### src/rtl/subleq_pkg.sv
// Shared definitions for the SUBLEQ sequencer and its datapath: state
// encoding, state width and the decoded control vector.
package subleq_pkg;

    localparam int STATE_W = 4;

    // state       | meaning
    // FETCH_A     | address operand A
    // LOAD_A      | latch operand A
    // FETCH_B     | address operand B
    // LOAD_B      | latch operand B
    // FETCH_C     | address branch target C
    // LOAD_C      | latch branch target C
    // FETCH_MEM_A | address mem[A]
    // LOAD_MEM_A  | latch mem[A]
    // FETCH_MEM_B | address mem[B]
    // LOAD_MEM_B  | latch mem[B]
    // EXECUTE     | compute mem[B]-mem[A], capture flags
    // WRITEBACK   | store result to mem[B]
    // UPDATE_PC   | branch to C or fall through
    // HALT        | stopped until reset
    // IDLE        | waiting for run/step
    // (code 15)   | illegal, recovers to HALT
    typedef enum logic [STATE_W-1:0] {
        FETCH_A     = 4'd0,
        LOAD_A      = 4'd1,
        FETCH_B     = 4'd2,
        LOAD_B      = 4'd3,
        FETCH_C     = 4'd4,
        LOAD_C      = 4'd5,
        FETCH_MEM_A = 4'd6,
        LOAD_MEM_A  = 4'd7,
        FETCH_MEM_B = 4'd8,
        LOAD_MEM_B  = 4'd9,
        EXECUTE     = 4'd10,
        WRITEBACK   = 4'd11,
        UPDATE_PC   = 4'd12,
        HALT        = 4'd13,
        IDLE        = 4'd14
    } state_t;

    // wb is the raw writeback decode; the top qualifies it into mem_write.
    typedef struct packed {
        logic a_ld;
        logic b_ld;
        logic c_ld;
        logic mem_a_ld;
        logic mem_b_ld;
        logic result_ld;
        logic mem_read;
        logic wb;
        logic pc_ld;
        logic busy;
        logic halted;
    } ctrl_t;

endpackage

### src/rtl/subleq_ctrl_decode.sv
// Moore decode of the sequencer state into datapath controls and status.
module subleq_ctrl_decode
    import subleq_pkg::*;
(
    input  state_t state,
    output ctrl_t  ctrl
);

    // Pure state-to-control mapping; every field defaults low.
    always_comb begin
        ctrl = '0;
        case (state)
            LOAD_A:     ctrl.a_ld      = 1'b1;
            LOAD_B:     ctrl.b_ld      = 1'b1;
            LOAD_C:     ctrl.c_ld      = 1'b1;
            LOAD_MEM_A: ctrl.mem_a_ld  = 1'b1;
            LOAD_MEM_B: ctrl.mem_b_ld  = 1'b1;
            EXECUTE:    ctrl.result_ld = 1'b1;
            WRITEBACK:  ctrl.wb        = 1'b1;
            UPDATE_PC:  ctrl.pc_ld     = 1'b1;
            default:    ;
        endcase
        ctrl.mem_read = (state <= LOAD_MEM_B);
        ctrl.busy     = (state <= UPDATE_PC);
        ctrl.halted   = (state == HALT);
    end

endmodule

### src/rtl/subleq_sequencer.sv
// Control sequencer for a SUBLEQ core: 13-state instruction walk, run/step/
// halt handling, branch flag capture and retired-instruction counting.
module subleq_sequencer
    import subleq_pkg::*;
#(
    parameter int unsigned MAX_INSTR = 0
) (
    input  logic                clk,
    input  logic                rst,
    input  logic                clk_enable,
    input  logic                run,
    input  logic                step,
    input  logic                halt_req,
    input  logic                zero,
    input  logic                negative,
    output logic                a_ld,
    output logic                b_ld,
    output logic                c_ld,
    output logic                mem_a_ld,
    output logic                mem_b_ld,
    output logic                result_ld,
    output logic                mem_read,
    output logic                mem_write,
    output logic                pc_ld,
    output logic [STATE_W-1:0]  state,
    output logic                busy,
    output logic                halted,
    output logic                branch_taken,
    output logic [31:0]         instr_count
);

    state_t      state_q;
    state_t      state_d;
    ctrl_t       ctrl;
    logic        halt_pend;
    logic        branch_q;
    logic [31:0] count_q;
    logic [31:0] count_inc;
    logic        max_hit;

    // Saturating increment; the limit check uses the post-increment value.
    always_comb begin
        count_inc = (&count_q) ? count_q : count_q + 32'd1;
        max_hit   = (MAX_INSTR != 0) && (count_inc == MAX_INSTR);
    end

    // Next-state logic; halt requests are only honoured at instruction boundaries.
    always_comb begin
        state_d = state_q;
        case (state_q)
            FETCH_A, LOAD_A, FETCH_B, LOAD_B, FETCH_C, LOAD_C,
            FETCH_MEM_A, LOAD_MEM_A, FETCH_MEM_B, LOAD_MEM_B,
            EXECUTE, WRITEBACK:
                state_d = state_t'(state_q + 4'd1);
            UPDATE_PC: begin
                if (halt_pend || max_hit) state_d = HALT;
                else if (run)             state_d = FETCH_A;
                else                      state_d = IDLE;
            end
            IDLE: begin
                if (halt_pend)        state_d = HALT;
                else if (run || step) state_d = FETCH_A;
                else                  state_d = IDLE;
            end
            HALT:    state_d = HALT;
            default: state_d = HALT;
        endcase
    end

    // State register, advancing only on enabled edges.
    always_ff @(posedge clk) begin
        if (!rst)            state_q <= IDLE;
        else if (clk_enable) state_q <= state_d;
    end

    // Sticky halt request; captured on every edge so a stalled pipe still sees it.
    always_ff @(posedge clk) begin
        if (!rst)          halt_pend <= 1'b0;
        else if (halt_req) halt_pend <= 1'b1;
    end

    // Branch flag captured from the ALU at EXECUTE and held until the next one.
    always_ff @(posedge clk) begin
        if (!rst)                                    branch_q <= 1'b0;
        else if (clk_enable && state_q == EXECUTE)   branch_q <= zero | negative;
    end

    // Retired-instruction counter, bumped as UPDATE_PC is left.
    always_ff @(posedge clk) begin
        if (!rst)                                    count_q <= '0;
        else if (clk_enable && state_q == UPDATE_PC) count_q <= count_inc;
    end

    subleq_ctrl_decode u_decode (
        .state (state_q),
        .ctrl  (ctrl)
    );

    // The write strobe is cut by reset so an aborted instruction never stores.
    assign mem_write    = ctrl.wb & clk_enable & rst;
    assign a_ld         = ctrl.a_ld;
    assign b_ld         = ctrl.b_ld;
    assign c_ld         = ctrl.c_ld;
    assign mem_a_ld     = ctrl.mem_a_ld;
    assign mem_b_ld     = ctrl.mem_b_ld;
    assign result_ld    = ctrl.result_ld;
    assign mem_read     = ctrl.mem_read;
    assign pc_ld        = ctrl.pc_ld;
    assign busy         = ctrl.busy;
    assign halted       = ctrl.halted;
    assign state        = state_q;
    assign branch_taken = branch_q;
    assign instr_count  = count_q;

endmodule
### config.mk
export PLATFORM = sky130hd
export DESIGN_NAME = subleq_sequencer
export DESIGN_NICKNAME = d
export VERILOG_FILES = /design/src/rtl/subleq_pkg.sv /design/src/rtl/subleq_ctrl_decode.sv /design/src/rtl/subleq_sequencer.sv
export SDC_FILE = /design/constraint.sdc
export NUM_CORES = 1
export LEC_CHECK = 0
export BUFFER_PORTS_ARGS = -buffer_cell sky130_fd_sc_hd__buf_4
export CAP_MARGIN = 10
export CORE_ASPECT_RATIO = 0.75
export CORE_MARGIN = 2
export CORE_UTILIZATION = 40
export CTS_BUF_LIST = sky130_fd_sc_hd__clkbuf_8
export CTS_CLUSTER_SIZE = 10
export DETAILED_ROUTE_END_ITERATION = 8
export GPL_TIMING_DRIVEN = 0
export REMOVE_ABC_BUFFERS = 1
export SYNTH_ARGS = -nofsm -noshare
export SYNTH_HDL_FRONTEND = slang
export SYNTH_SLANG_ARGS = --single-unit
### constraint.sdc
create_clock -name clk -period 2.4 [get_ports clk]
set_input_delay 0.12 -clock clk [delete_from_list [all_inputs] [get_ports clk]]
set_output_delay 0.12 -clock clk [all_outputs]
set_load 0.01 [all_outputs]
==> run summary <==
Status: finished, final reports clean
Worst setup skew after layout: 0.00686 ns
Final non-filler cell area: 0.00272 mm2
Maximum Capacitance Violations: 0
Final Hold Slack: 0.0677 ns
Worst-case clock buffer depth: 2
Latest clock arrival within the worst-skew pair: 0.30 ns
Critical Path Source Type: flip-flop
Highest attainable clock frequency: 0.454 GHz
Global-route usage over all layers: 18.5%
Post-detailed-route wirelength per cell: 13.6 um
Final GP Congestion: 0.768
Met1 track demand over resource in global routing: 27.0%
Proportion of layout cells with a drive suffix above 1: 25.9%
Capturing element type of the critical path: flip-flop
Number of CTS-inserted buffers: 5
Post-synthesis cell count: 260
Post-detailed-routing wire length: 5.12 mm
Vias in the first global route: 1,834
Number of synthesized register bits: 38
Post-Synthesis Cell Area: 0.00208 mm2
Slew Limit Fails: 0
Global route overflow: 0
Clock sink count: 38
Path class of the lowest-slack min-delay path: input pin to flip-flop
Global-route track usage on met2: 26.8%
Sequential share of the synthesized area: 36.5%
Most common library cell in the layout ignoring fill and taps: sky130_fd_sc_hd__buf_4
Floorplan core area: 0.00495 mm2
# hold bufs at CTS: 0
H-tree depth: 2
Post-synth ARST share: 0%
Mean cell area of the mapped netlist: 8.02 um2
Maximum number of pins on one net before global-route repair: 31
Count of yosys warnings during synthesis: 0
Number of inserted diodes: 0
FP Rows: 22
Final min period: 2.20 ns
Buffers added on ports: 55
Clock transition at the registers of the reported paths: 0.08 ns
Final clock period utilization by the worst path: 91.7%
Wire length of the first global-routing pass: 8.52 mm
Overall die height: 66.5 um
Relative slew slack: 34.1%
Layout net count: 329
Critical Setup Path Class: flip-flop to flip-flop
Worst vdd ir: 0.231 mV
Most common flop cell mapped by yosys: sky130_fd_sc_hd__dfxtp_1
Initial standard-cell utilization of the core: 42.1%
Number of ports placed on the die boundary: 56
Count of endpoints failing hold in the final timing report: 0
Maximum fanout count along the critical path: 8
Horizontal die dimension: 87.4 um
Die ar.: 0.00581 mm2
Initial antenna violation count: 0
HPWL Detailed: 3.66 mm
First-pass iteration count of the detailed router: 4
Post-detailed-route count of antenna-violating nets: 0
Top Usage Layer GRT: met1
CTS Root Cell: sky130_fd_sc_hd__clkbuf_8
Final number of setup-violating endpoints: 0
Via count: 2,079
Total power consumption of the routed design: 1.35 mW
Vias per inst: 5.51
Clock tree from TritonCTS: yes
Leak: 1.03 nW
Power density of the placed cells: 494 mW/mm2
Post-synth cell types: 42
Endpoint arrival time on the critical path: 2.42 ns
Initial drt markers: 117
Required time reported for the critical path endpoint: 2.62 ns
Area overhead of the layout relative to synthesis: 30.7%
Count of flip-flops with a built-in enable after synthesis: 0
Global routing met3 resource utilization: 4.58%
Placed standard-cell area: 0.00252 mm2
Setup repair after global routing missed its margin: no
Commonest non-fill, non-tap cells in the layout: 57 x sky130_fd_sc_hd__buf_4, 36 x sky130_fd_sc_hd__dfxtp_1, 24 x sky130_fd_sc_hd__nand2_1, 24 x sky130_fd_sc_hd__a21oi_1, 20 x sky130_fd_sc_hd__o21ai_0
Pin slew with the least headroom to its limit: 0.987 ns
DR DRC count: 0
layout make-up:
class	instances	area, um2
fill	485	2230
multi-input combinational	205	1300
sequential	38	763
timing repair buffer	58	448
tap	60	75.1
clock buffer	5	68.8
clock inverter	3	37.5
inverter	8	30.0
Yosys cell counts (all sizes together), types with 2 or more instances:
| cell type | count | area (um2) |
|---|---|---|
| nor2b | 3 | 18.8 |
| xor2 | 2 | 17.5 |
| dfxtp | 38 | 761 |
| nand3 | 18 | 95.1 |
| nand2b | 4 | 25.0 |
| o21ai | 22 | 114 |
| and2 | 5 | 31.3 |
| nand4 | 9 | 68.8 |
| o31ai | 8 | 60.1 |
| nor3 | 4 | 20.0 |
| and3 | 4 | 25.0 |
| mux2i | 4 | 40.0 |
| or3 | 15 | 93.8 |
| nand2 | 24 | 90.1 |
| or2 | 3 | 18.8 |
| and4 | 3 | 26.3 |
| clkbuf | 6 | 22.5 |
| a31oi | 3 | 18.8 |
| buf | 3 | 30.0 |
| nor4 | 3 | 31.3 |
| nor2 | 18 | 67.6 |
| nor3b | 5 | 37.5 |
| inv | 8 | 30.0 |
| or4 | 10 | 78.8 |
| ha | 5 | 62.6 |
| a21oi | 24 | 120 |
per-layer routing:
metal / share of wire (%) / routed length [um]
met1: 51 / 2620
met2: 42 / 2140
met3: 5.7 / 290
met4: 1.3 / 64
met5: 0 / 0
path summary, 6_finish.rpt:
path                  start               to  slack, ns  cells past startpoint
max reg2reg        state[0]  instr_count[31]       0.20                      8
min reg2reg  instr_count[1]   instr_count[1]       0.50                      2
max                state[0]  instr_count[31]       0.20                      8
min                halt_req        halt_pend       0.07                      3
report_power, final:
| part | internal (mW) | switching [mW] | total [mW] |
|---|---|---|---|
| clock | 0.303 | 0.230 | 0.532 |
| combinational | 0.0686 | 0.0874 | 0.156 |
| sequential | 0.641 | 0.0178 | 0.659 |
| total | 1.01 | 0.335 | 1.35 |
kinds of logic (layout without fill, tap and decap cells):
| kind of cell | count (synthesis) | after routing | synth area share, % |
|---|---|---|---|
| buffers and inverters | 17 | 74 | 3.96 |
| muxes | 4 | 4 | 1.92 |
| and+or+nand+nor | 128 | 128 | 34.9 |
| AOI/OAI and AO/OA | 65 | 65 | 18.4 |
| adders and majority gates | 5 | 5 | 3.00 |
| xor gates and xnor gates | 3 | 3 | 1.26 |
| DFF | 38 | 38 | 36.5 |
worst max-delay path: stages, from the launching register on:
cell                      delay (ns)
sky130_fd_sc_hd__dfxtp_1        0.36
sky130_fd_sc_hd__inv_1          0.14
sky130_fd_sc_hd__ha_1           0.26
sky130_fd_sc_hd__nand2_1        0.15
sky130_fd_sc_hd__nor2_2         0.27
sky130_fd_sc_hd__nand4_1        0.12
sky130_fd_sc_hd__buf_4          0.18
sky130_fd_sc_hd__or4_1          0.50
sky130_fd_sc_hd__a21oi_1        0.14
state kept, by name, indices dropped and copies added (netlist names):
register and count:
branch_taken 1, halt_pend 1, instr_count 32, state 4
through the flow:
step	instances	setup TNS [ns]	utilization, %	setup WS (ns)
CTS	376	0	53.9	0.0174
finish	377	0	55.0	0.199
detailed placement	366	-1.69	50.9	-0.186
global route	377	0	55.0	0.0179
global placement	366	-1.30	50.9	-0.143
floorplan	251	0	-	0.214
repair_timing:
| item | in CTS | in global routing |
|---|---|---|
| gates resized for setup | 4 | 8 |
| pin swaps | 1 | 1 |
| hold endpoints to repair | 0 | 0 |
| setup buffers | 2 | 1 |
| endpoints found under the setup margin | 18 | 22 |
No activity file was read; power rests on OpenSTA's default activity.
